File: src/rtl/sfm_stream_sched.sv
// Row scheduler: one load and one store streamer command per tile row, loads bounded to MAX_AHEAD rows ahead of completed stores.
// Latency: busy_o one cycle after start_i; req_start is combinational on ready_start in the ISSUE states; done_o in the cycle of the last store done.
// Backpressure: requests wait on ready_start; loads also stall while MAX_AHEAD rows await their store done; start_i ignored while busy.

// Streamer command/flag types shared with the HCI load/store streamers.
package sfm_hci_pkg;
    typedef struct packed {
        logic [31:0] base_addr;
        logic [31:0] tot_len;
        logic [31:0] d0_len;
        logic [31:0] d0_stride;
        logic [31:0] d1_len;
        logic [31:0] d1_stride;
        logic [31:0] d2_len;
        logic [31:0] d2_stride;
        logic [31:0] d3_stride;
        logic [2:0]  dim_enable_1h;
    } hci_addressgen_ctrl_t;

    typedef struct packed {
        logic                 req_start;
        hci_addressgen_ctrl_t addressgen_ctrl;
    } hci_streamer_ctrl_t;

    typedef struct packed {
        logic ready_start;
        logic done;
    } hci_streamer_flags_t;
endpackage

module sfm_stream_sched
    import sfm_hci_pkg::*;
#(
    parameter int unsigned ADDR_WIDTH = 32,
    parameter int unsigned ROW_W      = 16,
    parameter int unsigned LEN_W      = 16,
    parameter int unsigned MAX_AHEAD  = 2,
    parameter int unsigned DATA_WIDTH = 32
) (
    input  logic                  clk_i,
    input  logic                  rst_ni,
    input  logic                  clear_i,
    input  logic                  start_i,
    input  logic [ADDR_WIDTH-1:0] in_base_i,
    input  logic [ADDR_WIDTH-1:0] out_base_i,
    input  logic [ADDR_WIDTH-1:0] row_stride_i,
    input  logic [ROW_W-1:0]      rows_i,
    input  logic [LEN_W-1:0]      row_len_i,
    output hci_streamer_ctrl_t    in_ctrl_o,
    input  hci_streamer_flags_t   in_flags_i,
    output hci_streamer_ctrl_t    out_ctrl_o,
    input  hci_streamer_flags_t   out_flags_i,
    output logic                  busy_o,
    output logic                  done_o,
    output logic [ROW_W-1:0]      rows_done_o
);

    // One extra bit so a tile of 2^ROW_W-1 rows never wraps the row counters.
    localparam int unsigned CNT_W = ROW_W + 1;

    typedef enum logic [1:0] {L_IDLE, L_ISSUE, L_WAIT} l_state_e;
    typedef enum logic [1:0] {S_IDLE, S_ISSUE, S_WAIT} s_state_e;

    l_state_e l_state_q, l_state_d;
    s_state_e s_state_q, s_state_d;

    logic                  busy_q;
    logic [ROW_W-1:0]      rows_q;
    logic [LEN_W-1:0]      len_q;
    logic [ADDR_WIDTH-1:0] stride_q;
    logic [ADDR_WIDTH-1:0] ld_addr_q;
    logic [ADDR_WIDTH-1:0] st_addr_q;
    logic [CNT_W-1:0]      lr_q;   // loads issued
    logic [CNT_W-1:0]      sr_q;   // stores issued
    logic [CNT_W-1:0]      sd_q;   // stores done

    logic             start_acc;
    logic             ld_issue;
    logic             st_issue;
    logic             st_done;
    logic             last_st;
    logic             zero_done;
    logic             tile_done;
    logic [CNT_W-1:0] rows_ext;
    logic [CNT_W-1:0] ahead;
    logic [CNT_W-1:0] sd_inc;

    // Issue/complete qualifiers; all use the registered counters, so a store done
    // only frees a load slot from the following cycle and a store never issues
    // in the same cycle as its own row's load.
    always_comb begin
        start_acc = start_i & ~busy_q;
        rows_ext  = {1'b0, rows_q};
        ahead     = lr_q - sd_q;
        sd_inc    = sd_q + CNT_W'(1);
        ld_issue  = (l_state_q == L_ISSUE) && in_flags_i.ready_start
                    && (ahead < CNT_W'(MAX_AHEAD));
        st_issue  = (s_state_q == S_ISSUE) && out_flags_i.ready_start && (sr_q < lr_q);
        st_done   = (s_state_q == S_WAIT) && out_flags_i.done;
        last_st   = st_done && (sd_inc == rows_ext);
        zero_done = busy_q && (rows_q == '0);
        tile_done = last_st | zero_done;
    end

    // Load FSM next state; a new tile also pulls the FSM out of a lingering
    // L_WAIT in case the last load's done arrived after the last store's done.
    always_comb begin
        l_state_d = l_state_q;
        if (start_acc) begin
            l_state_d = (rows_i != '0) ? L_ISSUE : L_IDLE;
        end else begin
            case (l_state_q)
                L_IDLE:  l_state_d = L_IDLE;
                L_ISSUE: if (ld_issue) l_state_d = L_WAIT;
                L_WAIT:  if (in_flags_i.done) l_state_d = (lr_q < rows_ext) ? L_ISSUE : L_IDLE;
                default: l_state_d = L_IDLE;
            endcase
        end
    end

    // Store FSM next state; done flags outside S_WAIT are ignored.
    always_comb begin
        s_state_d = s_state_q;
        if (start_acc) begin
            s_state_d = (rows_i != '0) ? S_ISSUE : S_IDLE;
        end else begin
            case (s_state_q)
                S_IDLE:  s_state_d = S_IDLE;
                S_ISSUE: if (st_issue) s_state_d = S_WAIT;
                S_WAIT:  if (st_done) s_state_d = last_st ? S_IDLE : S_ISSUE;
                default: s_state_d = S_IDLE;
            endcase
        end
    end

    // FSM state registers.
    always_ff @(posedge clk_i or negedge rst_ni) begin
        if (!rst_ni) begin
            l_state_q <= L_IDLE;
            s_state_q <= S_IDLE;
        end else if (clear_i) begin
            l_state_q <= L_IDLE;
            s_state_q <= S_IDLE;
        end else begin
            l_state_q <= l_state_d;
            s_state_q <= s_state_d;
        end
    end

    // Tile configuration, address generators and row counters.
    always_ff @(posedge clk_i or negedge rst_ni) begin
        if (!rst_ni) begin
            busy_q    <= 1'b0;
            rows_q    <= '0;
            len_q     <= '0;
            stride_q  <= '0;
            ld_addr_q <= '0;
            st_addr_q <= '0;
            lr_q      <= '0;
            sr_q      <= '0;
            sd_q      <= '0;
        end else if (clear_i) begin
            busy_q    <= 1'b0;
            rows_q    <= '0;
            len_q     <= '0;
            stride_q  <= '0;
            ld_addr_q <= '0;
            st_addr_q <= '0;
            lr_q      <= '0;
            sr_q      <= '0;
            sd_q      <= '0;
        end else if (start_acc) begin
            busy_q    <= 1'b1;
            rows_q    <= rows_i;
            len_q     <= row_len_i;
            stride_q  <= row_stride_i;
            ld_addr_q <= in_base_i;
            st_addr_q <= out_base_i;
            lr_q      <= '0;
            sr_q      <= '0;
            sd_q      <= '0;
        end else begin
            if (ld_issue) begin
                lr_q      <= lr_q + CNT_W'(1);
                ld_addr_q <= ld_addr_q + stride_q;
            end
            if (st_issue) begin
                sr_q      <= sr_q + CNT_W'(1);
                st_addr_q <= st_addr_q + stride_q;
            end
            if (st_done) begin
                sd_q <= sd_inc;
            end
            if (tile_done) begin
                busy_q <= 1'b0;
            end
        end
    end

    // Command outputs: fields are held from the address registers for the whole
    // tile so they are stable across any ready_start stall; zero when idle.
    always_comb begin
        in_ctrl_o  = '0;
        out_ctrl_o = '0;
        if (busy_q) begin
            in_ctrl_o.addressgen_ctrl.base_addr  = 32'(ld_addr_q);
            in_ctrl_o.addressgen_ctrl.tot_len    = 32'(len_q);
            in_ctrl_o.addressgen_ctrl.d0_len     = 32'(len_q);
            in_ctrl_o.addressgen_ctrl.d0_stride  = 32'(DATA_WIDTH / 8);
            out_ctrl_o.addressgen_ctrl.base_addr = 32'(st_addr_q);
            out_ctrl_o.addressgen_ctrl.tot_len   = 32'(len_q);
            out_ctrl_o.addressgen_ctrl.d0_len    = 32'(len_q);
            out_ctrl_o.addressgen_ctrl.d0_stride = 32'(DATA_WIDTH / 8);
        end
        in_ctrl_o.req_start  = ld_issue;
        out_ctrl_o.req_start = st_issue;
        busy_o      = busy_q;
        done_o      = tile_done;
        rows_done_o = sd_q[ROW_W-1:0];
    end

endmodule

File: config.mk
export PLATFORM = sky130hd
export DESIGN_NAME = sfm_stream_sched
export DESIGN_NICKNAME = d
export VERILOG_FILES = /design/src/rtl/sfm_stream_sched.sv
export SDC_FILE = /design/constraint.sdc
export NUM_CORES = 1
export LEC_CHECK = 0
export ABC_AREA = 1
export CORE_AREA = 5 5 282 284
export CTS_BUF_LIST = sky130_fd_sc_hd__clkbuf_8 sky130_fd_sc_hd__clkbuf_16
export DETAILED_ROUTE_END_ITERATION = 16
export DIE_AREA = 0 0 287 289
export PLACE_DENSITY = 0.49
export SETUP_SLACK_MARGIN = 0.05
export SLEW_MARGIN = 20
export SYNTH_ARGS = -nofsm -noshare
export SYNTH_HDL_FRONTEND = slang
export SYNTH_SLANG_ARGS = --single-unit
File: constraint.sdc
create_clock -name clk_i -period 2.8 [get_ports clk_i]
set_input_delay 0.28 -clock clk_i [delete_from_list [all_inputs] [get_ports clk_i]]
set_output_delay 0.28 -clock clk_i [all_outputs]
set_load 0.05 [all_outputs]
# --- Yosys cells after proc, flatten, opt, wreduce, memory -nomap -nowiden ---
# Cells that the tools add are included.
totals:
  reg_bits: 184
  inputBits: 136
  out_inout_bits: 602
  wordCells: 87
classes:
  n_addsub: 6
  order_cmp: 3
  eq_ne: 9
  muxes: 39
  n_bitwise: 3
  n_reduce_logical: 16
ops:
  columns: ["operator", "count"]
  rows:
  - ["2-to-1 mux 128 bit", 2]
  - ["2-to-1 mux 32 bit", 8]
  - ["2-to-1 mux 17 bit", 9]
  - ["adder 32 bit", 2]
  - ["2-to-1 mux 16 bit", 4]
  - ["adder 17 x 1 -> 17 bit (second input constant)", 3]
  - ["== test 17 x 16 -> 1 bit", 1]
  - ["< comparator 17 x 16 -> 1 bit", 1]
  - ["< comparator 17 bit", 1]
  - ["< comparator 17 x 2 -> 1 bit (second input constant)", 1]
  - ["subtractor 17 bit", 1]
  - ["zero test 16 bit", 1]
  - ["2-to-1 mux 2 bit", 8]
  - ["inequality test 4 bit (second input constant)", 4]
  - ["nonzero test 16 bit", 1]
  - ["nonzero test 3 bit", 4]
  - ["one-hot mux 2 bit (2 select lines)", 2]
  - ["logical AND 1 bit", 7]
  - ["2-to-1 mux 1 bit", 6]
  - ["== test 2 x 1 -> 1 bit (second input constant)", 2]
  - ["== test 2 bit (second input constant)", 2]
  - ["AND reduction 2 bit", 2]
  - ["nonzero test 2 bit", 1]
  - ["AND 1 bit", 1]
  - ["other kinds (2)", 2]

# --- Longest topological paths before layout ---
depth:
  word_depth: 8
  depth_mapped: 21
  depth_no_buf: 19

# --- Worst setup path before layout ---
# No wires, ideal clock.
synth_timing:
  path_kind: "flip-flop to output port"
  from: "register sd_q[1]"
  to: "output done_o"
  t_arrival_ns: 2.714
  required_ns: 2.520
  path_slack_ns: -0.194
  path_stages_with_launch: 12
  n_path_buf: 0
  path_cell_list: "dfrtp_1 -> ha_1 -> nand2_1 -> nor2_1 -> nand2_1 -> xor2_1 -> inv_1 -> nand2_1 -> nand3_1 -> nor2_1 -> nand4_1 -> o21ai_0"
synth_between:
  elab_chain_len: 4
synth_lines:
  columns: ["item", "line", "rtl"]
  rows:
  - ["start: declaration", "75", "logic [CNT_W-1:0] sd_q;"]
  - ["start signal: assignment", "192", "sd_q <= sd_inc;"]
  - ["adder 17 x 1 -> 17 bit", "95", "sd_inc = sd_q + CNT_W'(1);"]
  - ["== test 17 x 16 -> 1 bit", "100", "last_st = st_done && (sd_inc == rows_ext);"]
  - ["logical AND 1 bit", "100", null]
  - ["bitwise OR 1 bit", "102", "tile_done = last_st | zero_done;"]
  - ["end: declaration", "54", "output logic done_o,"]
# Every way passes these cells.

==> metrics.yaml <==
netlist_area_sq_um: 19400
drc_errors: 0
rr_endpoint: "ld_addr_q[19]$_DFFE_PN0P_"
grt_pass1_vias: 16900
violations: "negative setup slack"
synthAdderAreaFrac_pct: 7.47
die_h_um: 289
ys.flop_type: "dfrtp_1"
worst_slack_ns: -0.169
period_needed_ns: 2.97
synth-seq-cells: 184
drive_gt1_share_pct: 10.2
peakVddDrop_mv: 0.469
synth_cells: 2915
wl_um: 73000
grt_pass1_wl_um: 104000
hold_viol: 0
cap_violations: 0
cts_tree: "built"
core_sq_um: 76800
drv_slew: 0
dp_hpwl_um: 58900
synthToLayoutAreaGrowth_pct: 21.2
cp.required_ns: 2.52
rsz0062_at_grt: "true"
rr_startpoint: "sd_q[0]$_DFFE_PN0P_"
routed_via_density: 4.24
numCtsBuffers: 17
p_leak_nw: 12.6
drtIter0Drc: 1077
synth_compound_area_share_pct: 12.0
drt_first_pass_iters: 5
end_kind: "output port"
cts_buffer_depth: 2
synth_most_common_cell: "nand2_1"
yosysWarnings: 0
ios: 738
numClockSinks: 184
htreeDepth: 4
finalClockSkew_ns: 0.0218
synth_top_family_by_area: "buffers and inverters"
grt_usage_pct: 16.2
max_clock_freq_mhz: 337
crit_arrival_ns: 2.69
antenna_found_initial: 1
status: "complete, but fails checks"
synthMuxAreaShare_pct: 0.0516
synth_commonest_cells: "732 x nand2_1, 520 x buf_4, 345 x inv_1"
synthTopCellsByArea: "dfrtp_1 24%, buf_4 20%, nand2_1 14%"
vias: 18000
tightestPinTransition_ns: 0.603
setup_violations: 2
reg2reg_depth: 16
clock_latency_ns: 0.50
clk_pin_slew_ns: 0.08
r2r_slack_ns: 0.08
root_buffer: "clkbuf_16"
final_nets: 3447
critical_path_class: "register to output port"
synth_top_area_share_pct: 23.7
die_area_sq_um: 82900
synth_top_area_cell: "dfrtp_1"
gp_congestion: 0.907
synth_edf_count: 0
grt_max_degree: 59
port_buffers: 285
wl_per_cell_um: 17.2
hold_class: "input port to async pin"
slew_headroom_pct: 59.8
ys_types: 51
start_util_pct: 25.2
power.density_nw_per_um2: 447
period_share_pct: 106
synth_simple_gate_area_share_pct: 26.9
ant_nets: 0
detailedPlace.worstSlack_ns: 0.0343
ys_seq_area_share_pct: 23.7
cp_max_fo: 2
row_count: 102
gr-total-overflow: 0
cp-start-kind: "register"
syn_area_per_cell_sq_um: 6.65
async_reset_ff_share_pct: 100
hold-worst-slack_ns: 0.271
die-width_um: 287
synth-xor-area-share_pct: 1.54
insertedDiodeCount: 0
[metrics by stage]
stage          total power, mW  util (%)  setup TNS, ns  cell area, sq um  std cells
2_1_floorplan             6.91         -              0             21100       3366
3_3_place_gp              7.71      28.5              0             21900       4187
3_5_place_dp              7.71      28.5              0             21900       4187
4_1_cts                   10.4      29.6         -0.482             22700       4235
5_1_grt                   11.1      30.6          -1.57             23500       4250
6_report                  10.5      30.6         -0.322             23500       4250
[layout make-up]
| class | instances | area, sq um |
|---|---|---|
| sequential | 184 | 4620 |
| tap | 1040 | 1300 |
| inverter | 349 | 1320 |
| clock buffer | 17 | 425 |
| clock inverter | 15 | 179 |
| fill | 8581 | 53300 |
| multi-input combinational | 2244 | 11600 |
| timing repair buffer | 401 | 4080 |
[cells in the final DEF (no fill, tap or decap), drive strengths merged, types with 11 or more instances in the layout]
cell type and n:
a21boi 11, a21oi 119, a22o 48, buf 117, clkbuf 22, clkdlybuf4s50 218
conb 452, dfrtp 184, dlygate4sd2 52, ha 111, inv 356, nand2 736
nand3 188, nand4 34, nor2 217, nor3 43, nor4 14, o21ai 139
o21bai 12, o22ai 27, xor2 26
[critical path: stages (launching register included)]
cell      delay, ns
dfrtp_1        0.42
nand2_2        0.09
inv_2          0.04
fa_2           0.52
nand2_2        0.06
nor2_2         0.09
nand2_1        0.06
nand3b_1       0.17
nor2_2         0.14
nand4_1        0.11
nor2_1         0.09
nand4_1        0.09
buf_6          0.15
inv_4          0.05
buf_12         0.12
[routing by layer]
metal	routed length (um)	global-route usage, %	vias up
met5	13	0	-
met4	1220	3.90	2
met3	4880	3.15	59
met2	35200	27.2	582
met1	31700	21.7	8407
li1	-	-	8975
[power breakdown]
part	total [mW]	leakage, nW	internal [mW]	switching [mW]
Sequential	3.21	2.47	2.89	0.314
Clock	2.63	0.297	1.28	1.35
Combinational	4.68	9.86	1.23	3.46
Total	10.5	12.6	5.40	5.12
[timing repair]
item | CTS | global route
gates resized for setup | 93 | 181
hold buffers | 1 | 0
pin swaps | 14 | 42
hold endpoints to repair | 39 | 0
endpoints found under the setup margin | 56 | 71
buffers inserted | 73 | 13
cloned | 2 | 6
[how the worst max path moves through the flow]
stage / slack (ns) / startpoint / endpoint
after floorplan: 0.18 / sd_q[1]$_DFFE_PN0P_ / done_o
after global placement: 0.02 / sd_q[0]$_DFFE_PN0P_ / in_ctrl_o[291]
after detailed placement: 0.03 / ld_addr_q[0]$_DFFE_PN0P_ / ld_addr_q[26]$_DFFE_PN0P_
after CTS: -0.23 / sd_q[0]$_DFFE_PN0P_ / in_ctrl_o[291]
after global routing: -0.28 / lr_q[1]$_DFFE_PN0P_ / in_ctrl_o[291]
final: -0.17 / sd_q[0]$_DFFE_PN0P_ / in_ctrl_o[291]
[flip-flops by register name (all words and copies together), names as in the netlist, 16 cells and up]
name and cells:
ld_addr_q 32, st_addr_q 32, stride_q 32, lr_q 17, sd_q 17, sr_q 17, len_q 16, rows_q 16
[cells by family (layout without fill, tap and decap cells)]
kind of cell,count (synthesis),in the layout
flops,184,184
mux,1,1
buf+inv,938,782
fa+ha+maj,114,114
simple gates,1252,1252
other cells,1,452
compound gates,391,391
xor+xnor,34,34
Power figures use the tool's default switching activity.
